<file path="src/rtl/vending_credit_ctrl.sv">
// Credit-and-sale controller: conditions coin/button inputs, keeps the 0..MAX_CREDIT
// credit shown on the display, runs sales and unit-by-unit refunds.
module vending_credit_ctrl #(
  parameter int unsigned MAX_CREDIT  = 99,
  parameter int unsigned PRICE_A     = 7,
  parameter int unsigned PRICE_B     = 12,
  parameter int unsigned DISP_CYCLES = 8,
  parameter int unsigned CHANGE_GAP  = 4
) (
  input  logic       clk,
  input  logic       rst,
  input  logic       coin_1,
  input  logic       coin_5,
  input  logic       sel_a,
  input  logic       sel_b,
  input  logic       cancel,
  output logic [6:0] value,
  output logic       dispense_a,
  output logic       dispense_b,
  output logic       change_pulse,
  output logic       coin_reject,
  output logic       short_funds,
  output logic       busy
);

  localparam int unsigned CRED_W  = 7;
  localparam int unsigned SUM_W   = 8;
  localparam int unsigned N_IN    = 5;
  localparam int unsigned CNT_MAX = (DISP_CYCLES > CHANGE_GAP) ? DISP_CYCLES : CHANGE_GAP;
  localparam int unsigned CNT_W   = $clog2(CNT_MAX + 1);

  localparam logic [1:0] ST_IDLE     = 2'd0;
  localparam logic [1:0] ST_DISPENSE = 2'd1;
  localparam logic [1:0] ST_CHANGE   = 2'd2;

  logic [N_IN-1:0] raw;
  logic [N_IN-1:0] sync1;
  logic [N_IN-1:0] sync2;
  logic [N_IN-1:0] prev;
  logic [N_IN-1:0] ev;

  logic coin_1_ev;
  logic coin_5_ev;
  logic sel_a_ev;
  logic sel_b_ev;
  logic cancel_ev;
  logic coin_any;

  logic [SUM_W-1:0] coin_inc;
  logic [SUM_W-1:0] coin_sum;

  logic [1:0]        state;
  logic [1:0]        state_nxt;
  logic [CNT_W-1:0]  cnt;
  logic [CNT_W-1:0]  cnt_nxt;
  logic [CRED_W-1:0] credit_nxt;
  logic              disp_a_nxt;
  logic              disp_b_nxt;
  logic              chg_nxt;
  logic              rej_nxt;
  logic              short_nxt;

  assign raw = {cancel, sel_b, sel_a, coin_5, coin_1};

  // Two-flop synchronizer plus registered rising-edge detect; one event per held level
  always_ff @(posedge clk or negedge rst) begin
    if (!rst) begin
      sync1 <= '0;
      sync2 <= '0;
      prev  <= '0;
      ev    <= '0;
    end else begin
      sync1 <= raw;
      sync2 <= sync1;
      prev  <= sync2;
      ev    <= sync2 & ~prev;
    end
  end

  assign coin_1_ev = ev[0];
  assign coin_5_ev = ev[1];
  assign sel_a_ev  = ev[2];
  assign sel_b_ev  = ev[3];
  assign cancel_ev = ev[4];
  assign coin_any  = coin_1_ev | coin_5_ev;

  assign coin_inc = (coin_1_ev ? SUM_W'(1) : SUM_W'(0)) + (coin_5_ev ? SUM_W'(5) : SUM_W'(0));
  assign coin_sum = SUM_W'(value) + coin_inc;

  // State and registered outputs
  always_ff @(posedge clk or negedge rst) begin
    if (!rst) begin
      state        <= ST_IDLE;
      cnt          <= '0;
      value        <= '0;
      dispense_a   <= 1'b0;
      dispense_b   <= 1'b0;
      change_pulse <= 1'b0;
      coin_reject  <= 1'b0;
      short_funds  <= 1'b0;
      busy         <= 1'b0;
    end else begin
      state        <= state_nxt;
      cnt          <= cnt_nxt;
      value        <= credit_nxt;
      dispense_a   <= disp_a_nxt;
      dispense_b   <= disp_b_nxt;
      change_pulse <= chg_nxt;
      coin_reject  <= rej_nxt;
      short_funds  <= short_nxt;
      busy         <= (state_nxt != ST_IDLE);
    end
  end

  // Next state, credit and strobes
  always_comb begin
    state_nxt  = state;
    cnt_nxt    = cnt;
    credit_nxt = value;
    disp_a_nxt = dispense_a;
    disp_b_nxt = dispense_b;
    chg_nxt    = 1'b0;
    rej_nxt    = 1'b0;
    short_nxt  = 1'b0;

    case (state)
      ST_IDLE: begin
        disp_a_nxt = 1'b0;
        disp_b_nxt = 1'b0;
        if (cancel_ev) begin
          if (value != '0) begin
            state_nxt = ST_CHANGE;
            cnt_nxt   = CNT_W'(CHANGE_GAP - 1);
          end
        end else if (sel_a_ev) begin
          if (value >= CRED_W'(PRICE_A)) begin
            credit_nxt = value - CRED_W'(PRICE_A);
            state_nxt  = ST_DISPENSE;
            cnt_nxt    = CNT_W'(DISP_CYCLES - 1);
            disp_a_nxt = 1'b1;
          end else begin
            short_nxt = 1'b1;
          end
        end else if (sel_b_ev) begin
          if (value >= CRED_W'(PRICE_B)) begin
            credit_nxt = value - CRED_W'(PRICE_B);
            state_nxt  = ST_DISPENSE;
            cnt_nxt    = CNT_W'(DISP_CYCLES - 1);
            disp_b_nxt = 1'b1;
          end else begin
            short_nxt = 1'b1;
          end
        end

        // Coins only count while the machine stays idle this cycle
        if (coin_any) begin
          if (state_nxt != ST_IDLE) begin
            rej_nxt = 1'b1;
          end else if (coin_sum <= SUM_W'(MAX_CREDIT)) begin
            credit_nxt = coin_sum[CRED_W-1:0];
          end else begin
            rej_nxt = 1'b1;
          end
        end
      end

      ST_DISPENSE: begin
        rej_nxt = coin_any;
        if (cnt == '0) begin
          state_nxt  = ST_IDLE;
          disp_a_nxt = 1'b0;
          disp_b_nxt = 1'b0;
        end else begin
          cnt_nxt = cnt - CNT_W'(1);
        end
      end

      ST_CHANGE: begin
        rej_nxt    = coin_any;
        disp_a_nxt = 1'b0;
        disp_b_nxt = 1'b0;
        if (cnt == '0) begin
          chg_nxt    = 1'b1;
          credit_nxt = value - CRED_W'(1);
          cnt_nxt    = CNT_W'(CHANGE_GAP - 1);
          if (value == CRED_W'(1)) begin
            state_nxt = ST_IDLE;
          end
        end else begin
          cnt_nxt = cnt - CNT_W'(1);
        end
      end

      default: begin
        state_nxt  = ST_IDLE;
        disp_a_nxt = 1'b0;
        disp_b_nxt = 1'b0;
      end
    endcase
  end

endmodule

</file>
<file path="config.mk">
export PLATFORM = sky130hd
export DESIGN_NAME = vending_credit_ctrl
export DESIGN_NICKNAME = d
export VERILOG_FILES = /design/src/rtl/vending_credit_ctrl.sv
export SDC_FILE = /design/constraint.sdc
export NUM_CORES = 1
export LEC_CHECK = 0
export ABC_AREA = 1
export CAP_MARGIN = 10
export CORE_AREA = 5 5 116 63
export DETAILED_ROUTE_END_ITERATION = 10
export DIE_AREA = 0 0 121 68
export GPL_TIMING_DRIVEN = 0
export PLACE_DENSITY_LB_ADDON = 0.1
export SETUP_SLACK_MARGIN = 0.3
export SYNTH_ARGS = -nofsm -noshare
export SYNTH_HDL_FRONTEND = slang
export SYNTH_SLANG_ARGS = --single-unit
</file>
<file path="constraint.sdc">
create_clock -name clk -period 2.15 [get_ports clk]
set_input_delay 0.43 -clock clk [delete_from_list [all_inputs] [get_ports clk]]
set_output_delay 0.43 -clock clk [all_outputs]
set_load 0.005 [all_outputs]
</file>
# Yosys cells after proc, flatten, opt, wreduce, memory -nomap -nowiden
# Index checks and enable logic that the tools add are counted.
[word_totals]
register_bits = 39
output_inout_bits = 13
elab_cells = 99
[classes]
bitwise_logic = 3
mux = 54
n_lt_le_gt_ge = 3
reduce_logical = 10
addsub = 6
n_eq_ne = 10
[ops]
columns = ["operator", "count"]
rows = [
  ["$mux W7", 9],
  ["$mux W4", 8],
  ["$mux W1", 20],
  ["$mux W2", 10],
  ["$pmux W7 S2", 1],
  ["$ne A4 B4 Y1 const B", 3],
  ["$pmux W4 S3", 1],
  ["$add A7 B4 Y8", 1],
  ["$le A8 B7 Y1 const B", 1],
  ["$eq A7 B1 Y1 const B", 1],
  ["$ge A7 B3 Y1 const B", 1],
  ["$ge A7 B4 Y1 const B", 1],
  ["$reduce_bool A7 Y1", 1],
  ["$sub A7 B1 Y7 const B", 1],
  ["$sub A7 B3 Y7 const B", 1],
  ["$sub A7 B4 Y7 const B", 1],
  ["$ne A2 B2 Y1 const B", 3],
  ["$pmux W1 S2", 3],
  ["$pmux W2 S3", 1],
  ["$reduce_and A6 Y1", 1],
  ["$reduce_bool A2 Y1", 3],
  ["$and A5 B5 Y5", 1],
  ["$not A5 Y5", 1],
  ["$add A1 B3 Y4", 1],
  ["11 further kinds", 11],
]

# Logic depth before layout (Yosys ltp)
# Gate-level depths: netlist of run 1.
[depth]
word_depth = 10
ltp_mapped = 16
depth_no_buf = 15

# Worst setup path after synthesis of run 1
# OpenSTA, ideal clock, no wires.
[synth_path]
path_type = "register to register"
start = "reg value[0]"
end = "reg value[3]"
stages_incl_launch_ff = 13
path_buffers = 0
setup_ps = 118
setup_slack_ps = -56
arrival_time_ps = 2089
period_less_slack_ps = 2206
required_ps = 2032
path_cell_list = "dfrtp_1 > fa_1 > ha_1 > nand3_1 > nand3_1 > nand2_2 > nand3_2 > a21boi_4 > nand2_4 > nand2_1 > nand3_1 > nand3_1 > nand2_1"
[synth_via]
elab_chain_cells = 10
[synth_lines]
columns = ["item", "line_no", "source"]
rows = [
  ["start: declaration", "17", "output logic [6:0] value,"],
  ["start signal: assignment", "105", "value <= credit_nxt;"],
  ["branches (longest 9 deep; another with $add A7 B4 Y8)", "-", ""],
  ["$pmux W7 S2 (*)", "126", "case (state)"],
]
# Every way passes the cells marked *. The select of a mux whose other input is x is not followed.
# A chain may end at the register's enable or synchronous reset.

# Final worst setup path of run 1
# Ends and elaborated chain as after synthesis.

==> results.cfg, run 1 <==
[routing]
vias = 2244
via_per_inst = 4.815
drc = 0
antenna_left = 0
first_pass_iters = 4
wl_um = 6894
drtIter0Drc = 95
routedWlPerCell_um = 14.79

[synth]
synthArstFlopShare_pct = 100.0
synth_area_per_cell_um2 = 8.141
yosysTopAreaCell = dfrtp_1
yosysTopAreaCellShare_pct = 38.92
netlist_instances = 308
ys_ff_latch = 39
syn_nets = 330
ys_top_cells_by_area = dfrtp_1 (39%), nand2_1 (9.7%), nand3_1 (8.0%)
synth_warnings = 0
synthDistinctLibCells = 36
synth_ff_type = dfrtp_1
ys_seq_area_share_pct = 38.92
synth_edf_count = 0
netlist_area_um2 = 2507

[placed_design]
place_congestion = 0.9071
portBuffers = 19
dp.cells = 419
hpwl_um = 4751
placed_area_um2 = 2831

[power_and_ir_drop]
leakage_nw = 1.734
power_frac_seq_pct = 20.8
ir_worst_vdd_uv = 601.5
p_switching_w = 0.002271
p_clk_share_pct = 16.7
intPower_w = 0.002934
combPwrFrac_pct = 62.5
p_per_area_nw_per_um2 = 1427
swShare_pct = 43.63
total_power_w = 0.005205

[cells_and_area]
syn_to_final_growth_pct = 45.51
regArea_um2 = 983.4
nNetsFinal = 395
final_util_pct = 57.62
fin_cells = 466
drive_above_1_share_pct = 36.63
nFillCells = 568
postLayoutCellArea_um2 = 3649
antenna_cells = 0
multi_input_area_um2 = 1615

[cts]
cts_buffer_depth = 2
cts_sinks = 39
clock_latency_ns = 0.29
hold_buffers = 0
h-tree-depth = 2
clkSlewWorstSetupHoldPaths_ns = 0.06
cts_buffers = 5
cts_tree = yes
root_buffer = clkbuf_16

[grt]
grt_pass1_wl_um = 10650
overflow = 0
grt_max_degree = 40
grt_use_total_pct = 17.15
grt_pass1_vias = 1961
antenna_found_initial = 0

[floorplanning]
die_area_um2 = 8228
initial_core_util_pct = 39.60
core_um2 = 6332
dieHeight_um = 68
die_w_um = 121
io_pins = 20
rows = 21

[timing]
hold_violations = 0
timing.final.crit_share_pct = 105.7
drv_slew = 0
setup_viol = 8
tns_ns = -0.7857
relSlewSlack_pct = 39.88
fin_ws_ns = -0.1225
fin_worst_skew_ns = 0.004651
tightest_slew_ns = 0.9018
period_needed_ns = 2.273
rsz0062_at_grt = true
fmax_mhz = 440.0

[setup_path]
critPathKind = flop to flop
cp-start-kind = flop
endpoint_kind = flop
required_ns = 2.33
critical_path_arrival_ns = 2.45
cp_max_fo = 6

[run_status]
outcome = complete, but fails checks
violations = negative setup slack

[hold_path]
hp-class = input pin to async pin

[flow_run]
cap_violations = 0
[power by group through the flow]
| stage | registers, W | clock network [W] | logic [W] |
|---|---|---|---|
| finish | 0.00108 | 0.000869 | 0.00325 |
| global route | 0.00111 | 0.000926 | 0.00357 |
| CTS | 0.00108 | 0.000896 | 0.00259 |
| detailed placement | 0.00111 | 0 | 0.00225 |
| global placement | 0.00111 | 0 | 0.00225 |
| floorplan | 0.00108 | 0 | 0.00162 |
[through the flow]
stage | hold slack (ns) | setup slack [ns]
after floorplan | 0.1344 | 0.1215
after global placement | 0.3326 | -0.5123
after detailed placement | 0.3358 | -0.2606
after CTS | 0.2891 | -0.1193
after global routing | 0.3515 | -0.2374
final | 0.2662 | -0.1225
[flip-flops by register name, summed over array words and instances (netlist names), 2 cells and up]
name / cells
ev: 5
sync1: 5
prev: 5
state: 2
sync2: 5
value: 7
cnt: 4
[kinds of logic after synthesis]
family          Yosys count  synth area share [%]
compound gates           39                 9.581
simple gates            159                 32.39
flops                    39                 38.92
xor+xnor                  9                 3.144
buf+inv                  47                 8.183
fa+ha+maj                15                 7.785
[path summary, 6_finish.rpt]
path,from,endpoint,slack (ns),cells after the start
hold / removal,rst,prev[1]$_DFF_PN0_,0.27,1
hold reg to reg,sync1[3]$_DFF_PN0_,sync2[3]$_DFF_PN0_,0.35,0
max in group asynchronous,rst,value[5]$_DFFE_PN0P_,1.27,1
min in group clk,sync1[3]$_DFF_PN0_,sync2[3]$_DFF_PN0_,0.35,0
setup / recovery,value[0]$_DFFE_PN0P_,value[3]$_DFFE_PN0P_,-0.12,10
setup reg to reg,value[0]$_DFFE_PN0P_,value[3]$_DFFE_PN0P_,-0.12,10
[cell usage in the layout (no fill, tap or decap), types with 7 or more instances in the layout]
master           synthesis  layout
inv_1                   37      30
clkdlybuf4s50_1          0      16
inv_2                    4       7
nand2_4                  5       9
nand3_1                 40      32
buf_6                    3      12
nand3_2                  2       8
nand2_1                 65      51
nor2_1                  27      25
o21ai_0                 16      13
buf_4                    0      30
nand2_2                  4      12
dfrtp_1                 39      33
[routing by layer]
layer | part of all wire [%] | up-vias | GRT usage, %
li1 | - | 1132 | -
met1 | 53 | 1051 | 27.93
met2 | 39 | 55 | 20.87
met3 | 7.1 | 6 | 4.624
met4 | 0.80 | 0 | 4.944
met5 | 0 | - | 0
[critical path: stages, from the launching register on]
cell and delay, ns:
dfrtp_2 0.44, fa_2 0.41, ha_4 0.20, xnor2_2 0.23
nand3_2 0.13, a21boi_4 0.31, nand2_4 0.15, nand2_1 0.09
nand3_1 0.06, nand3_1 0.08, nand2_1 0.06
[final cells by class]
| class | instances | area share (%) |
|---|---|---|
| Buffer | 5 | 1.543 |
| Tap cell | 92 | 3.155 |
| Sequential cell | 39 | 26.95 |
| Clock inverter | 3 | 1.303 |
| Multi-Input combinational cell | 222 | 44.27 |
| Inverter | 42 | 4.973 |
| Timing Repair Buffer | 58 | 14.37 |
| Clock buffer | 5 | 3.429 |
[cells in the mapped netlist, types with 5 or more instances]
cell / count
o21ai_0: 16
inv_1: 37
nor3_1: 5
nand3_1: 40
a21oi_1: 8
nand2_1: 65
ha_1: 14
xor2_1: 6
nor2_1: 27
nand2_4: 5
dfrtp_1: 39
[timing repair]
action,in CTS,in global routing
setup buffers,13,26
endpoints found under the setup margin,16,15
hold endpoints to repair,0,0
gates resized for setup,21,72
pin swaps,15,24
No activity file was read; power rests on OpenSTA's default activity.
==> run 2, diff against run 1 <==
- MAX_ROUTING_LAYER: default -> met4
==> run 2 against run 1 <==
Against the previous run: first-iteration DRC count is 91% higher; the run still ends with negative setup slack left; power is 6.2% lower; design area is 5.8% lower; global-route usage is 0.98 points higher; core utilization is 3.4 points lower; hold slack worse by 0.017 ns; highest routed layer unchanged; non-clock buffer count is 17 lower; sequential share of layout area is 1.6 points higher; die area stayed put.
==> results.cfg, run 2 (synthesized netlist as in run 1, its figures left out) <==
[floorplanning]
dieHeight_um = 68
die_w_um = 121
rows = 21
core_um2 = 6332
initial_core_util_pct = 39.60
io_pins = 20
die_area_um2 = 8228

[cts]
h-tree-depth = 2
hold_buffers = 0
cts_tree = yes
cts_buffer_depth = 2
root_buffer = clkbuf_16
clock_latency_ns = 0.29
cts_buffers = 5
cts_sinks = 39
clkSlewWorstSetupHoldPaths_ns = 0.06

[run_status]
outcome = complete, but fails checks
violations = negative setup slack

[timing]
period_needed_ns = 2.246
timing.final.crit_share_pct = 104.5
setup_viol = 8
fmax_mhz = 445.2
fin_ws_ns = -0.09615
drv_slew = 0
fin_worst_skew_ns = 0.002236
hold_violations = 0
holdWs_ns = 0.2489
rsz0062_at_grt = true
tightest_slew_ns = 0.8625
relSlewSlack_pct = 42.50
tns_ns = -0.5443

[cells_and_area]
multi_input_area_um2 = 1554
syn_to_final_growth_pct = 37.03
drive_above_1_share_pct = 31.37
layout_commonest_cell = nand2_1
nFillCells = 591
antenna_cells = 0
regArea_um2 = 980.9
final_cell_mix = nand2_1 (53), dfrtp_1 (35), inv_1 (32), nand3_1 (29), nor2_1 (25)
final_util_pct = 54.26
largest_register = value
largest_reg_flops = 7
nNetsFinal = 378

[routing]
antenna_left = 0
vias = 2257
via_per_inst = 5.027
drtIter0Drc = 181
routedWlPerCell_um = 15.43
first_pass_iters = 4
wl_um = 6928
drc = 0

[power_and_ir_drop]
power_frac_seq_pct = 22.0
p_clk_share_pct = 17.9
p_switching_w = 0.002179
combPwrFrac_pct = 60.1
intPower_w = 0.002701
leakage_nw = 1.642
p_per_area_nw_per_um2 = 1420
ir_worst_vdd_uv = 526.6
total_power_w = 0.004880
swShare_pct = 44.66

[placed_design]
hpwl_um = 4883
preCtsSetupSlack_ns = -0.2605
portBuffers = 19
place_congestion = 0.9435

[setup_path]
critPathKind = flop to flop
cp-start-kind = flop
cp_max_fo = 5
required_ns = 2.31
critical_path_arrival_ns = 2.40
endpoint_kind = flop

[grt]
grt_max_degree = 40
grt_use_total_pct = 18.12
grt_pass1_wl_um = 10840
antenna_found_initial = 0
overflow = 0
grt_pass1_vias = 2013

[flow_run]
cap_violations = 0

[hold_path]
hp-class = input pin to async pin
[run 2: cell count changes in the layout (fill, tap and decap cells not counted), moves of 3 or more]
cell	before	now
buf_4	30	13
ha_4	6	3
nand3_1	32	29
nand3_2	8	11
[run 2: power by group through the flow]
| stage | sequential, W | combinational, W | clock (W) |
|---|---|---|---|
| CTS | 0.00106 | 0.00265 | 0.000899 |
| global placement | 0.00111 | 0.00225 | 0 |
| finish | 0.00107 | 0.00293 | 0.000876 |
| floorplan | 0.00108 | 0.00162 | 0 |
| global route | 0.00109 | 0.00322 | 0.000930 |
| detailed placement | 0.00111 | 0.00227 | 0 |
[run 2: through the flow]
| stage | std cells | instance area, um2 |
|---|---|---|
| finish | 449 | 3436 |
| global route | 449 | 3436 |
| CTS | 441 | 3231 |
| detailed placement | 419 | 2831 |
| global placement | 419 | 2836 |
| floorplan | 308 | 2531 |
[run 2: layout make-up]
type | count | share of cell area, %
Clock inverter | 3 | 1.384
Tap cell | 92 | 3.350
Buffer | 5 | 1.529
Timing Repair Buffer | 41 | 11.51
Inverter | 42 | 4.807
Multi-Input combinational cell | 222 | 45.23
Clock buffer | 5 | 3.642
Sequential cell | 39 | 28.55
[run 2: final timing paths]
check | slack [ns] | endpoint | startpoint | cells past startpoint
max | -0.1 | coin_reject$_DFF_PN0_ | value[0]$_DFFE_PN0P_ | 13
max in group asynchronous | 1.31 | value[3]$_DFFE_PN0P_ | rst | 1
min in group clk | 0.35 | sync2[3]$_DFF_PN0_ | sync1[3]$_DFF_PN0_ | 0
min reg2reg | 0.35 | sync2[3]$_DFF_PN0_ | sync1[3]$_DFF_PN0_ | 0
max reg2reg | -0.1 | coin_reject$_DFF_PN0_ | value[0]$_DFFE_PN0P_ | 13
min | 0.25 | sync1[1]$_DFF_PN0_ | rst | 1
[run 2: worst max-delay path: stages, from the launching register on]
cell and delay, ns:
dfrtp_2 0.43, fa_2 0.41, ha_4 0.20, nand3_4 0.08, nand2_4 0.07, nand2_2 0.06, nand2_2 0.06, nand2_4 0.07
nor2_4 0.04, a21boi_4 0.28, buf_6 0.15, nand2_1 0.05, a21oi_1 0.13, nor3_1 0.07
[run 2: layer usage]
layer / vias up / global-route usage (%) / wire length, um
li1: 1100 / - / -
met1: 1072 / 28.00 / 3536
met2: 77 / 22.60 / 2664
met3: 8 / 4.377 / 649
met4: 0 / 5.085 / 77
met5: - / - / 0
[run 2: timing repair]
action	CTS	global route
gates resized for setup	31	38
buffers inserted	14	8
setup endpoints to repair	15	15
pin swaps	13	13
==> variant 1: new RTL, settings of run 2 <==
`value` no longer has a reset.
--- a/src/rtl/vending_credit_ctrl.sv
+++ b/src/rtl/vending_credit_ctrl.sv
@@ -94,3 +94,2 @@
       cnt          <= '0;
-      value        <= '0;
       dispense_a   <= 1'b0;
@@ -104,3 +103,2 @@
       cnt          <= cnt_nxt;
-      value        <= credit_nxt;
       dispense_a   <= disp_a_nxt;
@@ -112,2 +110,6 @@
     end
+  end
+
+  always_ff @(posedge clk) begin
+    value <= credit_nxt;
   end
Formal check against the unedited RTL: differs if rst is asserted again (counterexample within 10 cycles, from zero or initial values and one cycle with rst low); with rst held inactive, the same outputs for 10 cycles.
==> variant 1 against run 2 <==
- the run still ends with setup timing left
- sequential cell count stayed put
- via count is 1.7% lower
- total power is 0.14% higher
- critical path depth stayed put
- area after synthesis rose by 0.70%
- routed wire length shrank 4.9%
- setup slack got worse by 19 ps
- cell area down 3.9%
==> variant 1: results (changes against run 2) <==
| Metric | Value |
|---|---|
| Worst hold path class | `input pin to asynchronous set/reset pin (unchanged)` |
| Sw Ratio | `0.444 (was 0.447)` |
| Syn nets | `329 (was 330)` |
| CTS Buffer Depth | `2 (unchanged)` |
| Total CTS buffers | `5 (unchanged)` |
| Share of cells above drive strength 1 | `0.268 (was 0.314)` |
| Skew final | `3.74 ps (was 2.24 ps)` |
| Post-synth top flop | `dfrtp_1 (unchanged)` |
| Synth warn | `0 (unchanged)` |
| Number of synthesized flops with an enable pin | `7 (was 0)` |
| Max reg flops | `7 (unchanged)` |
| MaxCap Viol Count | `0 (unchanged)` |
| Drt first-iter violations | `169 (was 181)` |
| First-pass GRT wire length | `10100 um (was 10800 um)` |
| Clk Tree Root Cell | `clkbuf_16 (unchanged)` |
| IO Port Bufs | `19 (unchanged)` |
| Fraction of registers with async set/reset | `0.821 (was 1.00)` |
| Seq/Total Area, Yosys | `0.400 (was 0.389)` |
| Initial antenna violation count | `0 (unchanged)` |
| Failing checks | `setup timing (unchanged)` |
| Ranking of synthesized cells by area | `dfrtp_1 (32%), nand2_1 (11%), edfxtp_1 (8.3%) (was dfrtp_1 (39%), nand2_1 (9.7%), nand3_1 (8.0%))` |
| Post-Layout Cell Count | `447 (was 449)` |
| Post-placement cell count | `419 (unchanged)` |
| Synth Instances | `307 (was 308)` |
| Synth cell types | `35 (was 36)` |
| DRT Pass-1 Iters | `4 (unchanged)` |
| CP Launch Point | `value[0] (unchanged)` |
| Synth top cells by count | `nand2_1 (74), dfrtp_1 (32), inv_1 (30) (was nand2_1 (65), nand3_1 (40), dfrtp_1 (39))` |
| GR Util All Layers | `0.169 (was 0.181)` |
| Peak supply drop | `0.502 mV (was 0.527 mV)` |
| Drt total wl | `6590 um (was 6930 um)` |
| Worst skew pair latency | `290 ps (about the same)` |
| Final setup vio count | `8 (unchanged)` |
| Outcome | `finished with violations (unchanged)` |
| Drt via density | `4.96 (was 5.03)` |
| Final setup margin | `-115 ps (was -96.1 ps)` |
| Diodes inserted | `0 (unchanged)` |
| Biggest register | `value (unchanged)` |
| Worst-path maximum fanout | `8 (was 5)` |
| Layout fillers | `589 (was 591)` |
| RD Place Congestion | `0.932 (was 0.944)` |
| Largest net degree at the start of global routing | `33 (was 40)` |
| H-tree depth | `2 (unchanged)` |
| Lkg Pwr | `1.52 nW (was 1.64 nW)` |
| Worst Path Arrival | `2310 ps (was 2400 ps)` |
| Worst Tran Pin Value | `691 ps (was 862 ps)` |
| Final net count | `376 (was 378)` |
| Hpwl dp | `4740 um (was 4880 um)` |
| Clk slew on worst S/H paths | `60 ps (about the same)` |
| Number of global-route vias before repair | `1886 (was 2013)` |
| FF-to-FF path depth | `13 (unchanged)` |
## variant 1: cell types whose count changed after synthesis, moves of 3 or more
cell | run 2 | this run
a31oi_1 | 4 | 1
nand3_4 | 1 | 4
a21oi_2 | 4 | 0
edfxtp_1 | 0 | 7
a21oi_1 | 8 | 12
dfrtp_1 | 39 | 32
nand2_1 | 65 | 74
nor3_1 | 5 | 1
nand4_1 | 1 | 13
buf_2 | 1 | 7
inv_1 | 37 | 30
nand3_1 | 40 | 28
## variant 1: repair_timing
action / 4_1_cts / 5_1_grt
gates cloned: 1 / 0
gates resized for setup: 13 / 25
hold buffers: 0 / 0
endpoints found under the setup margin: 24 / 20
setup buffers: 8 / 11
pin swaps: 15 / 12
## variant 1: critical path, cell delays in order (launching register included)
cell and delay, ps:
edfxtp_1 380, buf_6 160, fa_2 390, ha_4 190, nand3_2 60, nand2_2 70
nand4_1 90, nand2_2 90, nor2_4 150, nand2_4 100, nand3_4 130, nand2_2 70
nand3_2 90, nand2_1 50
## variant 1: layout make-up
cell class	instances	area [um^2]	area share
flip-flops and latches	39	1010	0.306
inverters	37	146	0.0444
plain buffers	9	66.3	0.0201
well taps	92	115	0.0349
clock buffers	6	150	0.0455
multi-input cells	223	1450	0.440
clock inverters	2	17.5	0.00531
repair buffers	39	343	0.104
## variant 1: kinds of logic after synthesis
| family | share of synthesized area |
|---|---|
| xor+xnor | 0.0307 |
| fa+ha+maj | 0.0773 |
| compound gates | 0.0714 |
| simple gates | 0.340 |
| flops | 0.400 |
| buf+inv | 0.0798 |
## variant 1: path summary, 6_finish.rpt
path                          endpoint  slack, ps
setup / recovery              value[6]       -110
hold / removal             coin_reject        180
setup reg to reg              value[6]       -110
hold reg to reg               sync2[3]        350
max in group asynchronous     sync1[2]       1520
min in group clk              sync2[3]        350
## variant 1: stage by stage
stage | setup TNS, ps | util | worst slack [ps] | instance area, um^2
2_1_floorplan | 0 | - | 50.5 | 2550
3_3_place_gp | -4400 | 0.451 | -415 | 2860
3_5_place_dp | -2120 | 0.451 | -319 | 2860
4_1_cts | -797 | 0.496 | -135 | 3140
5_1_grt | -1460 | 0.521 | -216 | 3300
6_report | -741 | 0.521 | -115 | 3300
## variant 1: power groups by stage
stage / logic, W / clock network (W) / registers (W)
CTS: 0.00266 / 0.000847 / 0.00112
global placement: 0.00235 / 0 / 0.00121
floorplan: 0.00164 / 0 / 0.00116
detailed placement: 0.00231 / 0 / 0.00120
global route: 0.00322 / 0.000883 / 0.00114
finish: 0.00294 / 0.000825 / 0.00112
## variant 1: per-layer routing
metal,GRT usage,wire length [um],up-vias
met1,0.266,3570,1037
met5,-,0,-
met3,0.0487,531,7
met4,0.0424,64,0
li1,-,-,1099
met2,0.199,2430,76
==> variant 2: new RTL, flow settings as in run 2 <==
Made on the original files. `CHANGE_GAP`: 4 -> 2.
--- a/src/rtl/vending_credit_ctrl.sv
+++ b/src/rtl/vending_credit_ctrl.sv
@@ -7,3 +7,3 @@
   parameter int unsigned DISP_CYCLES = 8,
-  parameter int unsigned CHANGE_GAP  = 4
+  parameter int unsigned CHANGE_GAP  = 2
 ) (
Formal check against the unedited RTL: not equivalent (Yosys sat finds a counterexample within 10 cycles, from zero or initial values and one cycle with rst low).
==> variant 2 against run 2 <==
- the flow still finishes with violations (setup timing)
- first-iteration DRC count is 3.3% lower
- cell area is 1.3% higher
- routed wire length is 2.3% lower
- clock skew is 1.2 ps higher
- area after synthesis is 0.95% lower
- sequential cell count stayed put
- clock power is 16% lower
- setup slack better by 16 ps
- combinational power is 6% higher
- total power is 0.35% lower
- critical endpoint unchanged
==> variant 2: results (changes against run 2) <==
| Metric | Value |
|---|---|
| Worst Path Arrival | `2380 ps (was 2400 ps)` |
| RD Place Congestion | `0.899 (was 0.944)` |
| Sequential portion of the cell area | `0.282 (was 0.286)` |
| Multi-input combinational area share | `0.444 (was 0.452)` |
| First-pass GRT wire length | `10900 um (was 10800 um)` |
| Non-clk buf share | `0.151 (was 0.130)` |
| Ranking of synthesized cells by area | `dfrtp_1 (39%), nand2_1 (11%), ha_1 (7.1%) (was dfrtp_1 (39%), nand2_1 (9.7%), nand3_1 (8.0%))` |
| Syn nets | `327 (was 330)` |
| Compound-gate portion of the synthesized area | `0.0927 (was 0.0958)` |
| Met1 GRT Util | `0.254 (was 0.280)` |
| Post-route cell area | `3480 um^2 (was 3440 um^2)` |
| #MultiIn Comb | `220 (was 222)` |
| Post-CTS setup buffer count | `22 (was 14)` |
| Synth top cells by count | `nand2_1 (74), dfrtp_1 (39), inv_1 (35) (was nand2_1 (65), nand3_1 (40), dfrtp_1 (39))` |
| Inverter count | `40 (was 42)` |
| Skew final | `3.44 ps (was 2.24 ps)` |
| Met3 Use GR | `0.0339 (was 0.0438)` |
| Post-synthesis adder-cell area fraction | `0.0786 (was 0.0778)` |
| Synth Area in XOR/XNOR | `0.0353 (was 0.0314)` |
| GR Util met2 | `0.265 (was 0.226)` |
| Wire per inst | `14.8 um (was 15.4 um)` |
| Synth cell types | `39 (was 36)` |
| Setup TNS | `-510 ps (was -544 ps)` |
| Final net count | `385 (was 378)` |
| Layout clock area frac | `0.0417 (was 0.0503)` |
| Failing checks | `setup timing (unchanged)` |
| Hpwl dp | `4650 um (was 4880 um)` |
| H-tree depth | `2 (unchanged)` |
| Max transition margin | `0.427 (was 0.425)` |
| Lkg Pwr | `1.66 nW (was 1.64 nW)` |
| WL met3 | `572 um (was 649 um)` |
| Final setup margin | `-80.4 ps (was -96.1 ps)` |
| Post-Layout Cell Count | `456 (was 449)` |
| Share of cells above drive strength 1 | `0.324 (was 0.314)` |
| Number of global-route vias before repair | `2175 (was 2013)` |
| Met2 routed WL | `2790 um (was 2660 um)` |
| Pre-CTS setup slack | `-238 ps (was -260 ps)` |
| Synth Instances | `305 (was 308)` |
| Layout fillers | `566 (was 591)` |
| Drt first-iter violations | `175 (was 181)` |
| Final setup vio count | `8 (unchanged)` |
| Post-CTS sizing | `38 (was 31)` |
| WL met1 | `3340 um (was 3540 um)` |
| Outcome | `finished with violations (unchanged)` |
| GR Util All Layers | `0.179 (was 0.181)` |
| Post-placement cell count | `416 (was 419)` |
## variant 2: critical path: stages (launching register included)
cell and delay [ps]:
dfrtp_2 440, fa_2 410, ha_4 210, nand3_4 80, nand2_4 60, nand2_1 50, nand2_1 60, nand2_2 80
nor2_2 50, a21boi_4 260, buf_6 150, nand2_2 50, a21oi_2 130, nor3_1 60
## variant 2: path summary, 6_finish.rpt
kind | end | startpoint | slack, ps
worst max-delay path | coin_reject | ev[1] | -80
worst min-delay path | short_funds | rst | 260
worst max register to register | coin_reject | ev[1] | -80
worst min register to register | sync2[1] | sync1[1] | 350
max in group asynchronous | ev[1] | rst | 1290
min in group clk | sync2[1] | sync1[1] | 350
## variant 2: report_power, final
group          total [W]  switching, W  internal, W
clock           0.000733      0.000306     0.000427
combinational    0.00310       0.00172      0.00137
sequential       0.00103      0.000124     0.000910
